File: config.mk
export PLATFORM = sky130hd
export DESIGN_NAME = bp_be_stride_prefetch_table
export DESIGN_NICKNAME = d
export VERILOG_FILES = /design/src/rtl/bp_be_stride_prefetch_table.sv
export SDC_FILE = /design/constraint.sdc
export NUM_CORES = 2
export LEC_CHECK = 0
export BUFFER_PORTS_ARGS = -buffer_cell sky130_fd_sc_hd__buf_2
export CORE_ASPECT_RATIO = 0.8
export CORE_MARGIN = 1.5
export CORE_UTILIZATION = 40
export DETAILED_ROUTE_END_ITERATION = 10
export PLACE_DENSITY_LB_ADDON = 0.12
export SYNTH_ARGS = -nofsm -noshare
export SYNTH_HDL_FRONTEND = slang
export SYNTH_SLANG_ARGS = --single-unit
File: constraint.sdc
create_clock -name clk_i -period 10.4 [get_ports clk_i]
set_input_delay 3.12 -clock clk_i [delete_from_list [all_inputs] [get_ports clk_i]]
set_output_delay 3.12 -clock clk_i [all_outputs]
set_load 0.01 [all_outputs]
File: src/rtl/bp_be_stride_prefetch_table.sv
// Multi-stream stride predictor: learns a signed stride per load PC and, once
// confident, issues a page-bounded run of lookahead prefetches on one valid/ready port.
module bp_be_stride_prefetch_table
    #(parameter int vaddr_width_p  = 39
    , parameter int entries_p      = 4
    , parameter int stride_width_p = 12
    , parameter int conf_width_p   = 2
    , parameter int conf_thresh_p  = 2
    , parameter int lookahead_p    = 4
    )
    (input  logic                          clk_i
    , input  logic                          reset_n_i
    , input  logic                          obs_v_i
    , input  logic [vaddr_width_p-1:0]      obs_pc_i
    , input  logic [vaddr_width_p-1:0]      obs_addr_i
    , input  logic                          flush_i
    , output logic                          pf_v_o
    , output logic [vaddr_width_p-1:0]      pf_addr_o
    , output logic [$clog2(entries_p)-1:0]  pf_entry_o
    , input  logic                          pf_ready_and_i
    , output logic                          busy_o
    );

    localparam int idx_w_lp    = $clog2(entries_p);
    localparam int page_lsb_lp = 12;
    localparam logic [conf_width_p-1:0] conf_thresh_lp = conf_width_p'(conf_thresh_p);
    localparam logic [7:0]              lookahead_lp   = 8'(lookahead_p);
    localparam logic [idx_w_lp-1:0]     last_idx_lp    = idx_w_lp'(entries_p-1);

    typedef logic [vaddr_width_p-1:0]         addr_t;
    typedef logic signed [stride_width_p-1:0] stride_t;

    function automatic addr_t sext_stride(input stride_t s);
        return {{(vaddr_width_p-stride_width_p){s[stride_width_p-1]}}, s};
    endfunction

    // A delta only becomes a stride when it is representable; anything wider reads as zero.
    function automatic stride_t fit_stride(input addr_t delta);
        logic [vaddr_width_p-stride_width_p:0] upper;
        upper = delta[vaddr_width_p-1:stride_width_p-1];
        return (&upper || !(|upper)) ? stride_t'(delta[stride_width_p-1:0]) : '0;
    endfunction

    function automatic logic [conf_width_p-1:0] conf_sat_inc(input logic [conf_width_p-1:0] c);
        return (&c) ? c : c + conf_width_p'(1);
    endfunction

    logic [entries_p-1:0]    v_r;
    addr_t                   tag_r       [entries_p];
    addr_t                   last_addr_r [entries_p];
    stride_t                 stride_r    [entries_p];
    logic [conf_width_p-1:0] conf_r      [entries_p];
    addr_t                   next_addr_r [entries_p];
    logic [7:0]              remaining_r [entries_p];
    logic [idx_w_lp-1:0]     victim_ptr_r;
    logic [idx_w_lp-1:0]     arb_ptr_r;

    logic [entries_p-1:0]    hit_vec;
    logic [entries_p-1:0]    req_vec;
    logic                    hit;
    logic                    any_inv;
    logic                    obs_act;
    logic [idx_w_lp-1:0]     hit_idx;
    logic [idx_w_lp-1:0]     inv_idx;
    logic [idx_w_lp-1:0]     alloc_idx;
    addr_t                   delta;
    stride_t                 new_stride;
    logic                    same_stride;
    logic [conf_width_p-1:0] conf_upd;
    logic                    trig;

    // observation lookup: tag match, stride fit and confidence update
    always_comb begin
        hit_vec = '0;
        req_vec = '0;
        hit_idx = '0;
        inv_idx = '0;
        any_inv = 1'b0;
        for (int i = entries_p-1; i >= 0; i--) begin
            hit_vec[i] = v_r[i] && (tag_r[i] == obs_pc_i);
            req_vec[i] = (remaining_r[i] != 8'd0);
            if (hit_vec[i]) hit_idx = idx_w_lp'(i);
            if (!v_r[i]) begin
                inv_idx = idx_w_lp'(i);
                any_inv = 1'b1;
            end
        end
        hit         = |hit_vec;
        obs_act     = obs_v_i && !flush_i;
        alloc_idx   = any_inv ? inv_idx : victim_ptr_r;
        delta       = obs_addr_i - last_addr_r[hit_idx];
        new_stride  = fit_stride(delta);
        same_stride = (new_stride == stride_r[hit_idx]) && (stride_r[hit_idx] != '0);
        conf_upd    = same_stride ? conf_sat_inc(conf_r[hit_idx]) : '0;
        trig        = (conf_upd >= conf_thresh_lp);
    end

    logic                gnt_found_p0;
    logic                gnt_vld_p0;
    logic                page_ok_p0;
    logic [idx_w_lp-1:0] gnt_idx_p0;
    logic [idx_w_lp-1:0] cand_p0;
    int                  scan_p0;

    // grant stage: round-robin starting after the last granted entry
    always_comb begin
        gnt_found_p0 = 1'b0;
        gnt_idx_p0   = '0;
        cand_p0      = '0;
        scan_p0      = 0;
        for (int k = 1; k <= entries_p; k++) begin
            scan_p0 = (int'(arb_ptr_r) + k) % entries_p;
            cand_p0 = idx_w_lp'(scan_p0);
            if (!gnt_found_p0 && req_vec[cand_p0]) begin
                gnt_found_p0 = 1'b1;
                gnt_idx_p0   = cand_p0;
            end
        end
        gnt_vld_p0 = gnt_found_p0 && (!pf_v_o || pf_ready_and_i) && !flush_i;
        page_ok_p0 = (next_addr_r[gnt_idx_p0][vaddr_width_p-1:page_lsb_lp]
                      == last_addr_r[gnt_idx_p0][vaddr_width_p-1:page_lsb_lp]);
    end

    assign busy_o = pf_v_o || (|req_vec);

    // output register and per-entry control; observation writes land last so they win
    always_ff @(posedge clk_i or negedge reset_n_i) begin
        if (!reset_n_i) begin
            v_r <= '0;
            for (int i = 0; i < entries_p; i++) begin
                conf_r[i]      <= '0;
                remaining_r[i] <= 8'd0;
            end
            victim_ptr_r <= '0;
            arb_ptr_r    <= '0;
            pf_v_o       <= 1'b0;
            pf_addr_o    <= '0;
            pf_entry_o   <= '0;
        end else if (flush_i) begin
            v_r <= '0;
            for (int i = 0; i < entries_p; i++) begin
                conf_r[i]      <= '0;
                remaining_r[i] <= 8'd0;
            end
            victim_ptr_r <= '0;
            arb_ptr_r    <= '0;
            pf_v_o       <= 1'b0;
        end else begin
            if (pf_v_o && pf_ready_and_i) pf_v_o <= 1'b0;
            if (gnt_vld_p0) begin
                arb_ptr_r <= gnt_idx_p0;
                if (page_ok_p0) begin
                    pf_v_o                  <= 1'b1;
                    pf_addr_o               <= next_addr_r[gnt_idx_p0];
                    pf_entry_o              <= gnt_idx_p0;
                    remaining_r[gnt_idx_p0] <= remaining_r[gnt_idx_p0] - 8'd1;
                end else begin
                    remaining_r[gnt_idx_p0] <= 8'd0;
                end
            end
            if (obs_act) begin
                if (hit) begin
                    conf_r[hit_idx] <= conf_upd;
                    if (trig)              remaining_r[hit_idx] <= lookahead_lp;
                    else if (!same_stride) remaining_r[hit_idx] <= 8'd0;
                end else begin
                    v_r[alloc_idx]         <= 1'b1;
                    conf_r[alloc_idx]      <= '0;
                    remaining_r[alloc_idx] <= 8'd0;
                    if (!any_inv)
                        victim_ptr_r <= (victim_ptr_r == last_idx_lp) ? '0
                                        : victim_ptr_r + idx_w_lp'(1);
                end
            end
        end
    end

    // per-entry address/stride datapath
    always_ff @(posedge clk_i) begin
        if (gnt_vld_p0 && page_ok_p0)
            next_addr_r[gnt_idx_p0] <= next_addr_r[gnt_idx_p0] + sext_stride(stride_r[gnt_idx_p0]);
        if (obs_act) begin
            if (hit) begin
                stride_r[hit_idx]    <= new_stride;
                last_addr_r[hit_idx] <= obs_addr_i;
                if (trig) next_addr_r[hit_idx] <= obs_addr_i + sext_stride(new_stride);
            end else begin
                tag_r[alloc_idx]       <= obs_pc_i;
                last_addr_r[alloc_idx] <= obs_addr_i;
                stride_r[alloc_idx]    <= '0;
            end
        end
    end

endmodule

# Word-level counts from Yosys, hierarchy flattened
# Memory sizes are Yosys's and may differ from the RTL's.
# Cells that the tools add are included.
[classes]
add_sub_neg = 10
order_cmp = 13
eq_ne = 9
mux = 95
bitwise_logic = 16
n_reduce_logical = 43
[ops]
columns = ["cell", "count"]
rows = [
  ["2-to-1 mux 32 bit", 8],
  ["equality test 39 bit", 4],
  ["bitwise AND 32 bit", 3],
  ["inverter 32 bit", 3],
  ["adder 39 bit", 2],
  ["2-to-1 mux 8 bit", 8],
  ["2-to-1 mux 2 bit", 28],
  ["demux 8 bit (select 2 bit)", 3],
  ["2-to-1 mux 39 bit", 1],
  ["OR reduction 39 bit", 1],
  ["subtractor 39 bit", 1],
  ["bitwise mux 32 bit", 1],
  ["nonzero test 8 bit", 4],
  ["2-to-1 mux 1 bit", 31],
  ["bitwise AND 28 bit", 1],
  ["inverter 28 bit", 1],
  ["AND reduction 28 bit", 1],
  ["OR reduction 28 bit", 1],
  ["equality test 27 bit", 1],
  ["2-to-1 mux 12 bit", 2],
  ["logical AND 1 bit", 17],
  ["binary-select mux 8 bit (select 2 bit)", 1],
  ["< comparator 2 x 3 -> 1 bit (second input constant)", 5],
  ["equality test 12 bit", 1],
  ["other kinds (28)", 57],
]
[word_totals]
register_bits = 90
ram_bits = 516
in_bits = 83
out_inout_bits = 43
elab_cells = 204
n_memories = 4
[memory_table]
columns = ["name", "depth", "word_bits", "rd", "rd_clocked_by_memory_dff", "write_ports", "line_no", "rtl"]
rows = [
  ["last_addr_r", 4, 39, 2, 0, 1, "50", "addr_t last_addr_r [entries_p];"],
  ["next_addr_r", 4, 39, 1, 0, 2, "53", "addr_t next_addr_r [entries_p];"],
  ["tag_r", 4, 39, 4, 0, 1, "49", "addr_t tag_r [entries_p];"],
  ["stride_r", 4, 12, 2, 0, 1, "51", "stride_t stride_r [entries_p];"],
]

# Longest topological paths before layout
[depth]
depth_word = 29
depth_mapped = 42
mapped_depth_nobuf = 37

# Worst setup path after synthesis
# Ideal clock, no wire load.
[synth_timing]
path_kind = "input -> register"
start = "input port obs_pc_i[7]"
end = "memory last_addr_r[3][0] in the netlist's numbering, enable pin"
setup_time_ns = 0.733
t_arrival_ns = 13.008
path_slack_ns = -3.341
stages = 11
n_path_buf = 4
cell_sequence = "clkbuf_1 > xnor2_1 > nand4_1 > nor4_1 > nand3_1 > clkbuf_1 > nor2_1 > o21ai_0 > clkbuf_1 > buf_1 > a2111oi_0"
[synth_via]
elab_chain_cells = 8
word_cells_on_any_way = 22
[synth_lines]
columns = ["item", "line_no", "rtl"]
rows = [
  ["start: declaration", "14", ", input logic [vaddr_width_p-1:0] obs_pc_i"],
  ["equality test 39 bit", "80", "hit_vec[i] = v_r[i] && (tag_r[i] == obs_pc_i);"],
  ["logical AND 1 bit", "80", ""],
  ["OR reduction 4 bit", "88", "hit = |hit_vec;"],
  ["2-to-1 mux 1 bit", "183", "if (hit) begin"],
  ["2-to-1 mux 1 bit", "182", "if (obs_act) begin"],
  ["2-to-1 mux 1 bit (not written as such)", "189", "last_addr_r[alloc_idx] <= obs_addr_i;"],
  ["OR reduction 39 bit (no source line)", "--", ""],
  ["2-to-1 mux 2 bit (no source line) / 2-to-1 mux 1 bit (equally long branches)", "--", ""],
  ["end: declaration", "50", ""],
]
# Parallel ways exist; a longest one is shown, timed or not.

==> impl_results.md <==
- DP Wirelength: 93400 microns
- Via density: approximately 5.6
- Unique masters post-synth: 102
- Worst Path Class, Setup: in2reg
- Max-cap check violation count: 0
- Static leakage: approximately 20 nW
- Cell depth of the worst flop-to-flop path: 38
- Die Footprint: between 90000 and 100000 sq um
- Final min period: about 11 ns
- Setup WS post-layout: -0.547 ns
- Initial antenna violation count: 7
- Vias in the first global route: about 29000
- Clock Latency Late Sink: between 0.6 and 0.7 ns
- Vias: 31200
- Worst path slowest cell: or4_1
- Sw frac: roughly a quarter
- Slew Viols, Final: 0
- Sw power: around 1.6 mW
- Clk slew on worst S/H paths: 0.06 ns
- Core footprint: ~90000 sq um
- WP data arrival: around 11 ns
- Total congestion overflow: 0
- Initial DRC Count: 3158
- Syn nets: approximately 3800
- Worst Path Required: 10.77 ns
- Most frequent CP cell: buf_4
- Synth warnings: 0
- Synth Area per Inst: a little over 10 sq um
- Worst reg2reg endpoint: next_addr_r[1][34]$_DFFE_PP_
- Die Ht: roughly 270 microns
- F_max: ~91 MHz
- Failing checks: negative setup slack
- Die span in x: around 340 microns
- CTS Buf Count: 67
- # fillers: around 8100
- Clock sinks: 606
- Post-route DRC: 0
- Clock power share: between 30% and 40%
- Worst hold path type: reg2reg
- CTS tree: done
- Slowest stage delay, CP: 0.53 ns
- Hold Fails Final Rpt: 0
- Core Rows: a little under 100
- Nets@finish: approximately 4500
- Hold EP: pf_entry_o[0]$_DFFE_PN0P_
- Post-synth top flop: edfxtp_1
- Hold depth: 2
- Max clock buf depth: 3
- Post-Route WL: roughly 130000 microns
- First-pass GRT wire length: around 180000 microns
- P&R area growth vs syn: 33.0%
- Post-CTS Hold Buffers: 0
- IO Port Bufs: roughly 130
- Yosys reg bits: ~600
- Initial Util: between 40% and 50%
- Combinational power share: 16.8%
- RSZ-0062 raised after global routing: true
- Worst slew pin tran: between 1 and 1.5 ns
- Setup violators final: about 100
- Reg2Reg Launch Point: tag_r[0][37]$_DFFE_PP_
- Slew HR: between 10% and 20%
- Internal power: approximately 4.5 mW
- Layout cells sized above 1: between 30 and 40%
- Worst Hold Launch: pf_entry_o[0]$_DFFE_PN0P_
- CP max FO: 8
- Io pins: 126
- Clock Root Buffer: clkbuf_16
- Synthesized area: 35900 sq um
- CP startpoint kind: input port
- Cell Pwr Density: roughly 130 nW/um^2
- Crit end category: flop
- GRT Total Usage: ~27%
- Routed Antenna Nets: 0
- Power consumption: between 6 and 7 mW
- Post-synth EDFFs: about 520
- Post-synthesis sequential area ratio: 49.4%
- Gpl congestion: about 0.94
- Peak supply drop: 0.124 mV
- DRT Pass-1 Iters: 5
- Sequential share of power: between 40% and 50%
- Largest net degree at the start of global routing: 87
- Ys async rst share: between 10% and 20%
- WL per Instance: ~23 microns
- Final Cycle Share: 105%
- Clock Skews: about 0.026 ns
- H-tree levels: 3
- Gate Count Post-Synth: around 3600
- Place WS: -1.65 ns
- FF-to-FF setup slack: 1.63 ns
- Status: finished, violations left
- Final setup TNS: -22.19 ns
## critical path: cells and delay by family
family          cells  cell delay, ns
fa+ha+maj           2            0.48
buf+inv             7            0.92
compound gates     14            2.46
simple gates       12            3.59
mux                 1            0.12
xor+xnor            4            0.57
## flip-flops by register name, indices dropped and copies added, names as in the netlist
register	count
pf_addr_o	39
next_addr_r	156
remaining_r	32
pf_entry_o	2
last_addr_r	156
arb_ptr_r	2
tag_r	156
victim_ptr_r	2
conf_r	8
v_r	4
stride_r	48
pf_v_o	1
## through the flow
step | hold slack (ns) | cells | area, sq um | utilization (%)
5_1_grt | 0.480 | 5590 | 47800 | 53.6
6_report | 0.456 | 5590 | 47800 | 53.6
4_1_cts | 0.463 | 5567 | 46900 | 52.7
3_3_place_gp | 0.444 | 5416 | 43600 | 48.9
2_1_floorplan | 0.472 | 3560 | 36500 | -
3_5_place_dp | 0.451 | 5416 | 43600 | 48.9
## area by class of cell
cell class	instances	area (sq um)	area share (%)
inverter	53	199	0.416
clock buffer	95	1940	4.05
sequential	606	17700	37.1
clock inverter	24	174	0.364
antenna	1	2.50	0.00524
tap	1200	1500	3.14
multi-input combinational	2695	19100	39.9
timing repair buffer	916	7190	15.0
## layout by cell type, fill, tap and decap left out, types with 16 or more instances in the layout
master,count
buf_4,735
nand2_1,547
edfxtp_1,516
nor2_1,221
xnor2_1,189
a21oi_1,143
nand4_1,127
buf_2,118
o21ai_1,104
ha_1,100
and2_1,95
a211oi_1,92
dfrtp_1,90
a31oi_1,89
clkbuf_16,74
o21ai_0,72
mux2i_1,71
nand3_1,58
a21o_1,55
xnor2_2,53
inv_1,51
nor3_1,51
xor2_1,39
buf_12,33
o21bai_1,32
o21ai_2,29
a22oi_1,26
o21a_1,26
and3_1,23
buf_6,23
nor4_1,22
a221oi_2,21
nand2b_1,19
a21oi_2,18
clkbuf_1,16
## power groups by stage
stage / clock network (mW) / logic, mW / registers, mW
after CTS: 2.39 / 0.968 / 2.71
after global placement: 0 / 0.919 / 2.75
after floorplan: 0 / 0.471 / 2.75
final: 2.34 / 1.02 / 2.71
after detailed placement: 0 / 0.922 / 2.75
after global routing: 2.47 / 1.09 / 2.71
## metal layers
metal | wire [microns] | GRT usage (%) | vias to the layer above
li1 | - | - | 14800
met1 | 62200 | 42.4 | 15200
met2 | 51900 | 37.6 | 1032
met3 | 9950 | 4.82 | 126
met4 | 2330 | 5.94 | 2
met5 | 17 | 0 | -
## synthesized netlist by cell type (14+ instances only)
cell | instances | area [sq um]
nor2_1 | 235 | 882
nor2b_1 | 17 | 106
o21ai_1 | 115 | 576
nor3_1 | 56 | 280
edfxtp_1 | 516 | 15500
and2_1 | 95 | 594
a21oi_1 | 166 | 831
a31oi_1 | 93 | 582
nand2_1 | 554 | 2080
nand2b_1 | 23 | 144
o221ai_1 | 14 | 123
or3_1 | 14 | 87.6
ha_1 | 112 | 1400
xor2_1 | 40 | 350
inv_1 | 51 | 191
clkbuf_1 | 138 | 518
a22oi_1 | 27 | 203
nand4_1 | 127 | 795
nor4_1 | 41 | 257
a221oi_1 | 31 | 272
mux2i_1 | 74 | 741
buf_1 | 14 | 52.6
nand3_1 | 61 | 305
o21a_1 | 26 | 195
a21o_1 | 56 | 420
o31ai_1 | 15 | 113
xnor2_1 | 257 | 2250
a211oi_1 | 97 | 728
buf_2 | 35 | 175
and3_1 | 29 | 181
dfrtp_1 | 90 | 2250
o21bai_1 | 32 | 240
o21ai_0 | 89 | 445
## how the worst max path moves through the flow
| stage | slack [ns] | start | end | cells after the start |
|---|---|---|---|---|
| after global routing | -0.80 | obs_pc_i[20] | next_addr_r[1][32]$_DFFE_PP_ | 44 |
| after floorplan | -0.51 | obs_pc_i[23] | next_addr_r[0][36]$_DFFE_PP_ | 40 |
| final | -0.55 | obs_pc_i[38] | next_addr_r[1][34]$_DFFE_PP_ | 40 |
| after global placement | -1.61 | obs_pc_i[38] | next_addr_r[3][36]$_DFFE_PP_ | 44 |
| after detailed placement | -1.65 | obs_pc_i[38] | next_addr_r[3][36]$_DFFE_PP_ | 44 |
| after CTS | -0.45 | obs_pc_i[38] | next_addr_r[0][32]$_DFFE_PP_ | 40 |
## kinds of logic after synthesis
family	after synthesis	synth area share (%)
mux	88	2.50
simple gates	1317	17.5
xor+xnor	298	7.29
flops	606	49.4
fa+ha+maj	119	4.15
compound gates	873	16.1
buf+inv	259	3.11
## repair_timing
action,CTS,global route
pin swaps,89,62
buffers inserted,38,17
gates cloned,1,5
endpoints found under the setup margin,342,351
gates resized for setup,161,122
(Power assumes the default switching activity.)
